**config.mk**
```make
export PLATFORM = sky130hd
export DESIGN_NAME = text_label_renderer
export DESIGN_NICKNAME = d
export VERILOG_FILES = /design/src/rtl/text_pkg.sv /design/src/rtl/char_buffer.sv /design/src/rtl/text_label_renderer.sv
export SDC_FILE = /design/constraint.sdc
export NUM_CORES = 1
export LEC_CHECK = 0
export CAP_MARGIN = 5
export CELL_PAD_IN_SITES_DETAIL_PLACEMENT = 1
export CELL_PAD_IN_SITES_GLOBAL_PLACEMENT = 1
export CORE_ASPECT_RATIO = 0.8
export CORE_MARGIN = 2
export CORE_UTILIZATION = 47
export DETAILED_ROUTE_END_ITERATION = 10
export MAX_ROUTING_LAYER = met4
export PLACE_DENSITY = 0.95
export SLEW_MARGIN = 20
export SYNTH_ARGS = -nofsm -noshare
export SYNTH_HDL_FRONTEND = slang
export SYNTH_SLANG_ARGS = --single-unit
```
**constraint.sdc**
```tcl
create_clock -name Clk -period 4.85 [get_ports Clk]
set_clock_uncertainty 0.15 [all_clocks]
set_input_delay 1.2125 -clock Clk [delete_from_list [all_inputs] [get_ports Clk]]
set_output_delay 1.2125 -clock Clk [all_outputs]
set_load 0.01 [all_outputs]
```
**src/rtl/text_pkg.sv**
```systemverilog
// text_pkg: shared constants and FSM state type for the text label renderer.
// No ports; imported by char_buffer and text_label_renderer.
package text_pkg;

    localparam int CHAR_W      = 8;
    localparam int CHAR_H      = 16;
    localparam int FONT_ADDR_W = 11;
    localparam int ASCII_W     = 7;

    typedef enum logic [0:0] {
        ST_IDLE  = 1'b0,
        ST_CLEAR = 1'b1
    } state_e;

endpackage

```
**src/rtl/char_buffer.sv**
```systemverilog
// char_buffer: NUM_CHARS x 7-bit register file, one write port, one
// combinational read port, asynchronous active-high reset to 0x00.
// Ports: Clk, Reset, we_i/waddr_i/wdata_i (write), raddr_i -> rdata_o (read).
module char_buffer
    import text_pkg::*;
#(
    parameter  int NUM_CHARS = 8,
    localparam int IW        = $clog2(NUM_CHARS)
) (
    input  logic               Clk,
    input  logic               Reset,
    input  logic               we_i,
    input  logic [IW-1:0]      waddr_i,
    input  logic [ASCII_W-1:0] wdata_i,
    input  logic [IW-1:0]      raddr_i,
    output logic [ASCII_W-1:0] rdata_o
);

    logic [ASCII_W-1:0] mem_q [NUM_CHARS];

    // Decoded loops keep non-power-of-two sizes safe: addresses past the
    // last cell simply match nothing.
    always_ff @(posedge Clk or posedge Reset) begin
        if (Reset) begin
            for (int i = 0; i < NUM_CHARS; i++) begin
                mem_q[i] <= '0;
            end
        end else if (we_i) begin
            for (int i = 0; i < NUM_CHARS; i++) begin
                if (waddr_i == IW'(i)) begin
                    mem_q[i] <= wdata_i;
                end
            end
        end
    end

    always_comb begin
        rdata_o = '0;
        for (int i = 0; i < NUM_CHARS; i++) begin
            if (raddr_i == IW'(i)) begin
                rdata_o = mem_q[i];
            end
        end
    end

endmodule

```
**src/rtl/text_label_renderer.sv**
```systemverilog
// text_label_renderer: renders a NUM_CHARS-cell ASCII label through an
// external synchronous 8x16 font ROM with a fixed 3-edge scan latency.
// Ports: Clk, Reset, DrawX/DrawY (scan position), wr_en/wr_idx/wr_char/clr
// (buffer update, accepted when wr_ready), font_addr/font_data (ROM),
// in_box/pixel_on (delayed label box flag and foreground pixel).
module text_label_renderer
    import text_pkg::*;
#(
    parameter  int START_X   = 364,
    parameter  int START_Y   = 400,
    parameter  int NUM_CHARS = 8,
    localparam int IW        = $clog2(NUM_CHARS)
) (
    input  logic                   Clk,
    input  logic                   Reset,
    input  logic [12:0]            DrawX,
    input  logic [12:0]            DrawY,
    input  logic                   wr_en,
    input  logic [IW-1:0]          wr_idx,
    input  logic [ASCII_W-1:0]     wr_char,
    input  logic                   clr,
    output logic                   wr_ready,
    output logic [FONT_ADDR_W-1:0] font_addr,
    input  logic [7:0]             font_data,
    output logic                   in_box,
    output logic                   pixel_on
);

    localparam logic [12:0] X_LO = 13'(START_X);
    localparam logic [12:0] X_HI = 13'(START_X + CHAR_W * NUM_CHARS);
    localparam logic [12:0] Y_LO = 13'(START_Y);
    localparam logic [12:0] Y_HI = 13'(START_Y + CHAR_H);
    localparam logic [IW:0]   NC   = (IW + 1)'(NUM_CHARS);
    localparam logic [IW-1:0] LAST = IW'(NUM_CHARS - 1);

    // Buffer control
    state_e             state_q, state_d;
    logic [IW-1:0]      cnt_q, cnt_d;
    logic               we;
    logic [IW-1:0]      waddr;
    logic [ASCII_W-1:0] wdata;

    always_comb begin
        state_d = state_q;
        cnt_d   = cnt_q;
        we      = 1'b0;
        waddr   = wr_idx;
        wdata   = wr_char;
        unique case (state_q)
            ST_IDLE: begin
                // clr has priority; a simultaneous write is dropped
                if (clr) begin
                    state_d = ST_CLEAR;
                    cnt_d   = '0;
                end else if (wr_en && ({1'b0, wr_idx} < NC)) begin
                    we = 1'b1;
                end
            end
            ST_CLEAR: begin
                we    = 1'b1;
                waddr = cnt_q;
                wdata = '0;
                if (cnt_q == LAST) begin
                    state_d = ST_IDLE;
                    cnt_d   = '0;
                end else begin
                    cnt_d = cnt_q + 1'b1;
                end
            end
        endcase
    end

    always_ff @(posedge Clk or posedge Reset) begin
        if (Reset) begin
            state_q <= ST_IDLE;
            cnt_q   <= '0;
        end else begin
            state_q <= state_d;
            cnt_q   <= cnt_d;
        end
    end

    assign wr_ready = (state_q == ST_IDLE) && !Reset;

    // Scan decode: cell/col from DrawX offset, glyph row from DrawY offset
    logic               hit;
    logic [IW+2:0]      dx;
    logic [3:0]         dy;
    logic [ASCII_W-1:0] rd_char;

    assign hit = (DrawX >= X_LO) && (DrawX < X_HI) &&
                 (DrawY >= Y_LO) && (DrawY < Y_HI);
    assign dx  = (IW + 3)'(DrawX - X_LO);
    assign dy  = 4'(DrawY - Y_LO);

    // Combinational read sees the pre-write value during a same-edge write
    char_buffer #(.NUM_CHARS(NUM_CHARS)) u_buf (
        .Clk     (Clk),
        .Reset   (Reset),
        .we_i    (we),
        .waddr_i (waddr),
        .wdata_i (wdata),
        .raddr_i (dx[IW+2:3]),
        .rdata_o (rd_char)
    );

    // E1: ROM address plus side info; E2: align with font_data; E3: output
    logic [FONT_ADDR_W-1:0] fa_d, fa_q;
    logic [2:0]             col1_q, col2_q;
    logic                   in1_q, in2_q, blk1_q, blk2_q;
    logic                   in_box_q, pix_q, pix_d;

    assign fa_d  = hit ? {rd_char, dy} : '0;
    assign pix_d = in2_q && !blk2_q && font_data[3'd7 - col2_q];

    always_ff @(posedge Clk or posedge Reset) begin
        if (Reset) begin
            fa_q     <= '0;
            col1_q   <= '0;
            col2_q   <= '0;
            in1_q    <= 1'b0;
            in2_q    <= 1'b0;
            blk1_q   <= 1'b0;
            blk2_q   <= 1'b0;
            in_box_q <= 1'b0;
            pix_q    <= 1'b0;
        end else begin
            fa_q     <= fa_d;
            col1_q   <= hit ? dx[2:0] : 3'd0;
            col2_q   <= col1_q;
            in1_q    <= hit;
            in2_q    <= in1_q;
            blk1_q   <= hit && (rd_char == '0);
            blk2_q   <= blk1_q;
            in_box_q <= in2_q;
            pix_q    <= pix_d;
        end
    end

    assign font_addr = fa_q;
    assign in_box    = in_box_q;
    assign pixel_on  = pix_q;

endmodule
```
==> results of run 1 <==
Yosys cell counts, drive strengths merged (7+ instances only):
| cell | instances | area share, % |
|---|---|---|
| clkbuf | 7 | 0.65 |
| nor2 | 16 | 1.5 |
| mux4 | 9 | 5.1 |
| o21ai | 12 | 1.5 |
| a21oi | 10 | 1.3 |
| nor2b | 14 | 2.2 |
| inv | 9 | 0.90 |
| dfrtp | 83 | 52 |
| nand2 | 20 | 1.9 |
| mux2 | 57 | 16 |
| and2 | 8 | 1.2 |
| a32oi | 10 | 2.2 |
worst max path at each step:
stage,start,to,slack [ns],cells after the start
2_1_floorplan,Reset,blk1_q,1.35,1
3_3_place_gp,DrawX[2],blk1_q,0.48,8
3_5_place_dp,DrawX[2],blk1_q,0.29,8
4_1_cts,DrawX[2],blk1_q,0.62,8
5_1_grt,DrawX[2],blk1_q,0.37,8
6_report,DrawX[2],blk1_q,0.49,8
through the flow:
| stage | utilization [%] | setup slack, ns | instance area (um^2) | hold WS (ns) | power (mW) |
|---|---|---|---|---|---|
| 4_1_cts | 59.08 | 0.6156 | 4967 | 0.2142 | 2.269 |
| 3_3_place_gp | 56.19 | 0.4762 | 4725 | 0.1845 | 1.578 |
| 3_5_place_dp | 56.19 | 0.2942 | 4725 | 0.1917 | 1.642 |
| 5_1_grt | 59.08 | 0.3665 | 4967 | 0.2260 | 2.388 |
| 6_report | 59.08 | 0.4867 | 4967 | 0.2156 | 2.271 |
| 2_1_floorplan | - | 1.351 | 4018 | 0.1812 | 1.424 |
routing by layer:
metal | wire [um] | share of wire, %
met1 | 4673 | 40
met2 | 5988 | 52
met3 | 643 | 5.5
met4 | 298 | 2.6
met5 | 0 | 0
layout make-up:
class / instances / area (um^2) / share of cell area, %
Multi-Input combinational cell: 219 / 1829 / 36.83
Inverter: 9 / 37.54 / 0.7557
Sequential cell: 83 / 2077 / 41.81
Timing Repair Buffer: 65 / 640.6 / 12.90
Tap cell: 112 / 140.1 / 2.821
Clock inverter: 4 / 97.59 / 1.965
Clock buffer: 12 / 145.1 / 2.922
sequential cells by signal, summed over array words and instances (netlist names):
signal and flops:
blk1_q 1, blk2_q 1, cnt_q 3, col1_q 3
col2_q 3, font_addr 11, in1_q 1, in2_q 1
in_box 1, pixel_on 1, state_q 1, u_buf.mem_q 56
cells by family after synthesis:
| group | count (synthesis) |
|---|---|
| compound gates | 53 |
| xor+xnor | 3 |
| fa+ha+maj | 3 |
| buf+inv | 22 |
| flops | 83 |
| mux | 69 |
| simple gates | 91 |
report_power, final:
part           total (mW)  internal [mW]  switching (mW)
sequential          0.991          0.852           0.139
clock               0.617          0.357           0.261
combinational       0.663          0.335           0.328
worst max-delay path, stage by stage:
cell,delay [ns]
clkdlybuf4s50_1,0.68
ha_1,0.61
xor2_2,0.72
mux4_2,0.42
and2_1,0.18
a221oi_2,0.22
o2111ai_1,0.20
nor4b_2,0.26
==> impl_metrics.ini, run 1 <==
[synth]
ys_ff_latch = 83
synthMuxAreaShare_pct = 21.86
syn_nets = 375
yosysSeqAreaShare_pct = 51.70
synthCells = 324
postSynthAreaPerCell_um2 = 12.40
synth_edf_count = 0
synth-simple-area-share_pct = 12.71
yosysUniqueCellTypes = 55
synth_compound_area_share_pct = 9.187
synthAdderAreaFrac_pct = 0.9343
async_flop_share_pct = 100.0
synth_xor_xnor_area_share_pct = 0.8409
synth.cell_area_mm2 = 0.004018
yosys_warnings = 0
synth_ff_type = dfrtp_1
synth_top_family_by_area = multiplexers

[drt]
route.detailed.drc = 0
drtAntennaViolNets = 0
drt_wl_total_mm = 11.60
vias = 3067
via_per_inst = 6.085
drtIter0Drc = 184
wl_per_cell_um = 23.02
dr.pass1.iters = 4

[layout]
diodes = 0
layout_commonest_cell = dfrtp_1
area_growth_pct = 23.64
drive_gt1_share_pct = 21.43
stdcell_count = 504
nFillCells = 885
layout_common_cells = 83 x dfrtp_1, 61 x clkdlybuf4s50_1, 51 x mux2_2
final_nets = 438

[cts]
clockBufferDepth = 2
tritoncts = yes
clkLatencyLatePin_ns = 0.39
postCtsHoldBufs = 0
clkSinkCount = 83
numCtsBuffers = 9
clock-root-buffer = clkbuf_8
ctsResizeCount = 0
post_cts_buffers = 0
htree_levels = 3
path_clk_slew_ns = 0.08

[critical_path]
worstReg2RegStart = state_q
path_max_fanout = 15
rrSetupSlack_ns = 1.97
ff2ff_path_depth = 5
startpoint_type = input pin
end_kind = register
arrival_ns = 4.50
timing.rr.end = u_buf.mem_q[30]
critical_path_class = in2reg
required_ns = 4.99

[place]
dp.cells = 488
io_buffers = 61
place.gp.congestion = 0.8250
dp_hpwl_mm = 7.772

[floorplan]
fp.dieArea_mm2 = 0.009308
num_io_pins = 62
initial_core_util_pct = 47.78
core_mm2 = 0.008408
fp.dieH_um = 86.70
die_w_um = 107.4
rows = 30

[grt]
grt_pass1_wl_mm = 18.37
grt_antenna_before_repair = 0
grt_overflow = 0
gr-usage-met2_pct = 44.88
grtUsageTotal_pct = 27.60
grt.met1_usage_pct = 33.81
grt_pass1_vias = 3344
grt_start_max_net_pins = 47
busiest_layer = met2
gr-usage-met3_pct = 6.466

[timing]
finalSetupViolCount = 0
min_period_ns = 4.363
drv_slew = 0
grt_setup_unrepaired = no
finalCritPeriodShare_pct = 89.96
slew_headroom_pct = 33.25
hold_viol_final = 0
max_freq_mhz = 229.2
tns_ns = 0
tightest_slew_ns = 0.9976

[worst_hold_path]
hold_path_end = col2_q[2]
holdPathStages = 0
hp-start = col1_q[2]
min_path_type = reg2reg

[power_and_ir_drop]
p_per_area_mw_per_mm2 = 457.2
peakVddDrop_uv = 257.0
p_leak_nw = 2.221

[status]
outcome = complete, no violations

[job]
cap_violations = 0
(Power assumes the default switching activity.)
==> run 2: changes to the inputs <==
Settings changed: SETUP_SLACK_MARGIN set to 0.5.
==> run 2 against run 1 <==
Sequential power about the same. Non-clock buffer count unchanged. Register-to-register slack about the same. Clock power about the same. Global-route usage unchanged. Clock-buffer cell count unchanged. Utilization up 0.13 points. Final cell count unchanged. Critical endpoint unchanged. Largest power group unchanged. Highest routed layer unchanged.
==> impl_metrics.ini, run 2 (synthesized netlist as in run 1, its figures left out) <==
[status]
outcome = complete, no violations

[drt]
vias = 3087
drtAntennaViolNets = 0
dr.pass1.iters = 5
via_per_inst = 6.125
drt_wl_total_mm = 11.66
drtIter0Drc = 255
wl_per_cell_um = 23.13
route.detailed.drc = 0

[timing]
tightest_slew_ns = 1.020
hold_viol_final = 0
slew_headroom_pct = 31.73
drv_slew = 0
tns_ns = 0
min_period_ns = 4.175
finalCritPeriodShare_pct = 86.08
max_freq_mhz = 239.5
finalSetupViolCount = 0
hold_slack_ns = 0.2134
grt_setup_unrepaired = no

[cts]
clkLatencyLatePin_ns = 0.38
clockBufferDepth = 2
clkSinkCount = 83
post_cts_buffers = 0
htree_levels = 3
clock-root-buffer = clkbuf_8
tritoncts = yes
numCtsBuffers = 9
path_clk_slew_ns = 0.08
postCtsHoldBufs = 0

[power_and_ir_drop]
p_per_area_mw_per_mm2 = 456.9
peakVddDrop_uv = 257.2
total_power_mw = 2.274
p_leak_nw = 2.223

[critical_path]
path_max_fanout = 15
ff2ff_path_depth = 5
cpMaxStageDelayCell = clkdlybuf4s50_1
startpoint_type = input pin
required_ns = 4.98
end_kind = register
crit_chain = clkdlybuf4s50_1, ha_1, xor2_4, mux4_2, and2_1, a221oi_2, o2111ai_1, nor4b_2
critical_path_class = in2reg
crit_path_max_incr_delay_ns = 0.68
arrival_ns = 4.31

[grt]
grt_pass1_wl_mm = 18.37
grt_start_max_net_pins = 47
grt_antenna_before_repair = 0
grt_pass1_vias = 3344
grt_overflow = 0
grtUsageTotal_pct = 27.60

[job]
cap_violations = 0

[floorplan]
rows = 30
core_mm2 = 0.008408
num_io_pins = 62
fp.dieH_um = 86.70
initial_core_util_pct = 47.78
die_w_um = 107.4
fp.dieArea_mm2 = 0.009308

[layout]
layout_common_cells = 83 x dfrtp_1, 61 x clkdlybuf4s50_1, 51 x mux2_2
top_register = u_buf.mem_q
diodes = 0
area_growth_pct = 23.92
largest_reg_flops = 56
final_nets = 438
drive_gt1_share_pct = 21.43
layout_commonest_cell = dfrtp_1

[worst_hold_path]
holdPathStages = 0
min_path_type = reg2reg

[place]
dp_hpwl_mm = 7.772
place.gp.congestion = 0.8250
io_buffers = 61
==> run 2: cell counts in the layout (fill, tap and decap cells not counted) <==
Identical to the previous run, type by type.
==> run 2: critical path: cells and delay by family <==
family,cells,cell delay (ns)
AOI/OAI and AO/OA,2,0.41
and+or+nand+nor,2,0.43
buffers and inverters,1,0.68
xor gates and xnor gates,1,0.51
adders and majority gates,1,0.66
muxes,1,0.39
==> run 2: cell type report <==
type                            count  area [um^2]
Fill cell                         884         3430
Sequential cell                    83         2077
Multi-Input combinational cell    219         1841
Timing Repair Buffer               65        640.6
Clock buffer                       12        145.1
Tap cell                          112        140.1
Clock inverter                      4        97.59
Inverter                            9        37.54
==> run 2: where the power goes <==
group          switching (mW)  internal (mW)
clock                   0.260          0.357
sequential              0.140          0.852
combinational           0.330          0.336
total                   0.730           1.54
==> run 2: per-stage QoR <==
stage	utilization (%)	instances	setup WS, ns	area (um^2)
after floorplan	-	324	1.351	4018
after global placement	56.19	488	0.4762	4725
after detailed placement	56.19	488	0.2942	4725
after CTS	59.08	504	0.6156	4967
after global routing	59.21	504	0.5407	4979
final	59.21	504	0.6752	4979
==> run 2: repair_timing <==
| action | CTS | global route |
|---|---|---|
| endpoints found under the hold margin | 0 | 0 |
| setup endpoints to repair | 0 | 1 |
| resized for setup | 0 | 1 |
==> run 2: per-layer routing <==
metal	vias to the layer above	wire length [um]	GRT usage (%)
li1	1322	-	-
met1	1615	4791	33.81
met2	113	5935	44.88
met3	37	552	6.466
met4	0	380	10.61
met5	-	0	-
==> run 2: worst paths after layout <==
kind                                start         endpoint  slack [ns]
worst max-delay path             DrawX[2]           blk1_q        0.68
worst min-delay path            col1_q[2]        col2_q[2]        0.21
worst max register to register    state_q  u_buf.mem_q[30]        1.96
worst min register to register  col1_q[2]        col2_q[2]        0.21
max in group asynchronous           Reset            in1_q        2.41
min in group asynchronous           Reset         cnt_q[1]        1.15
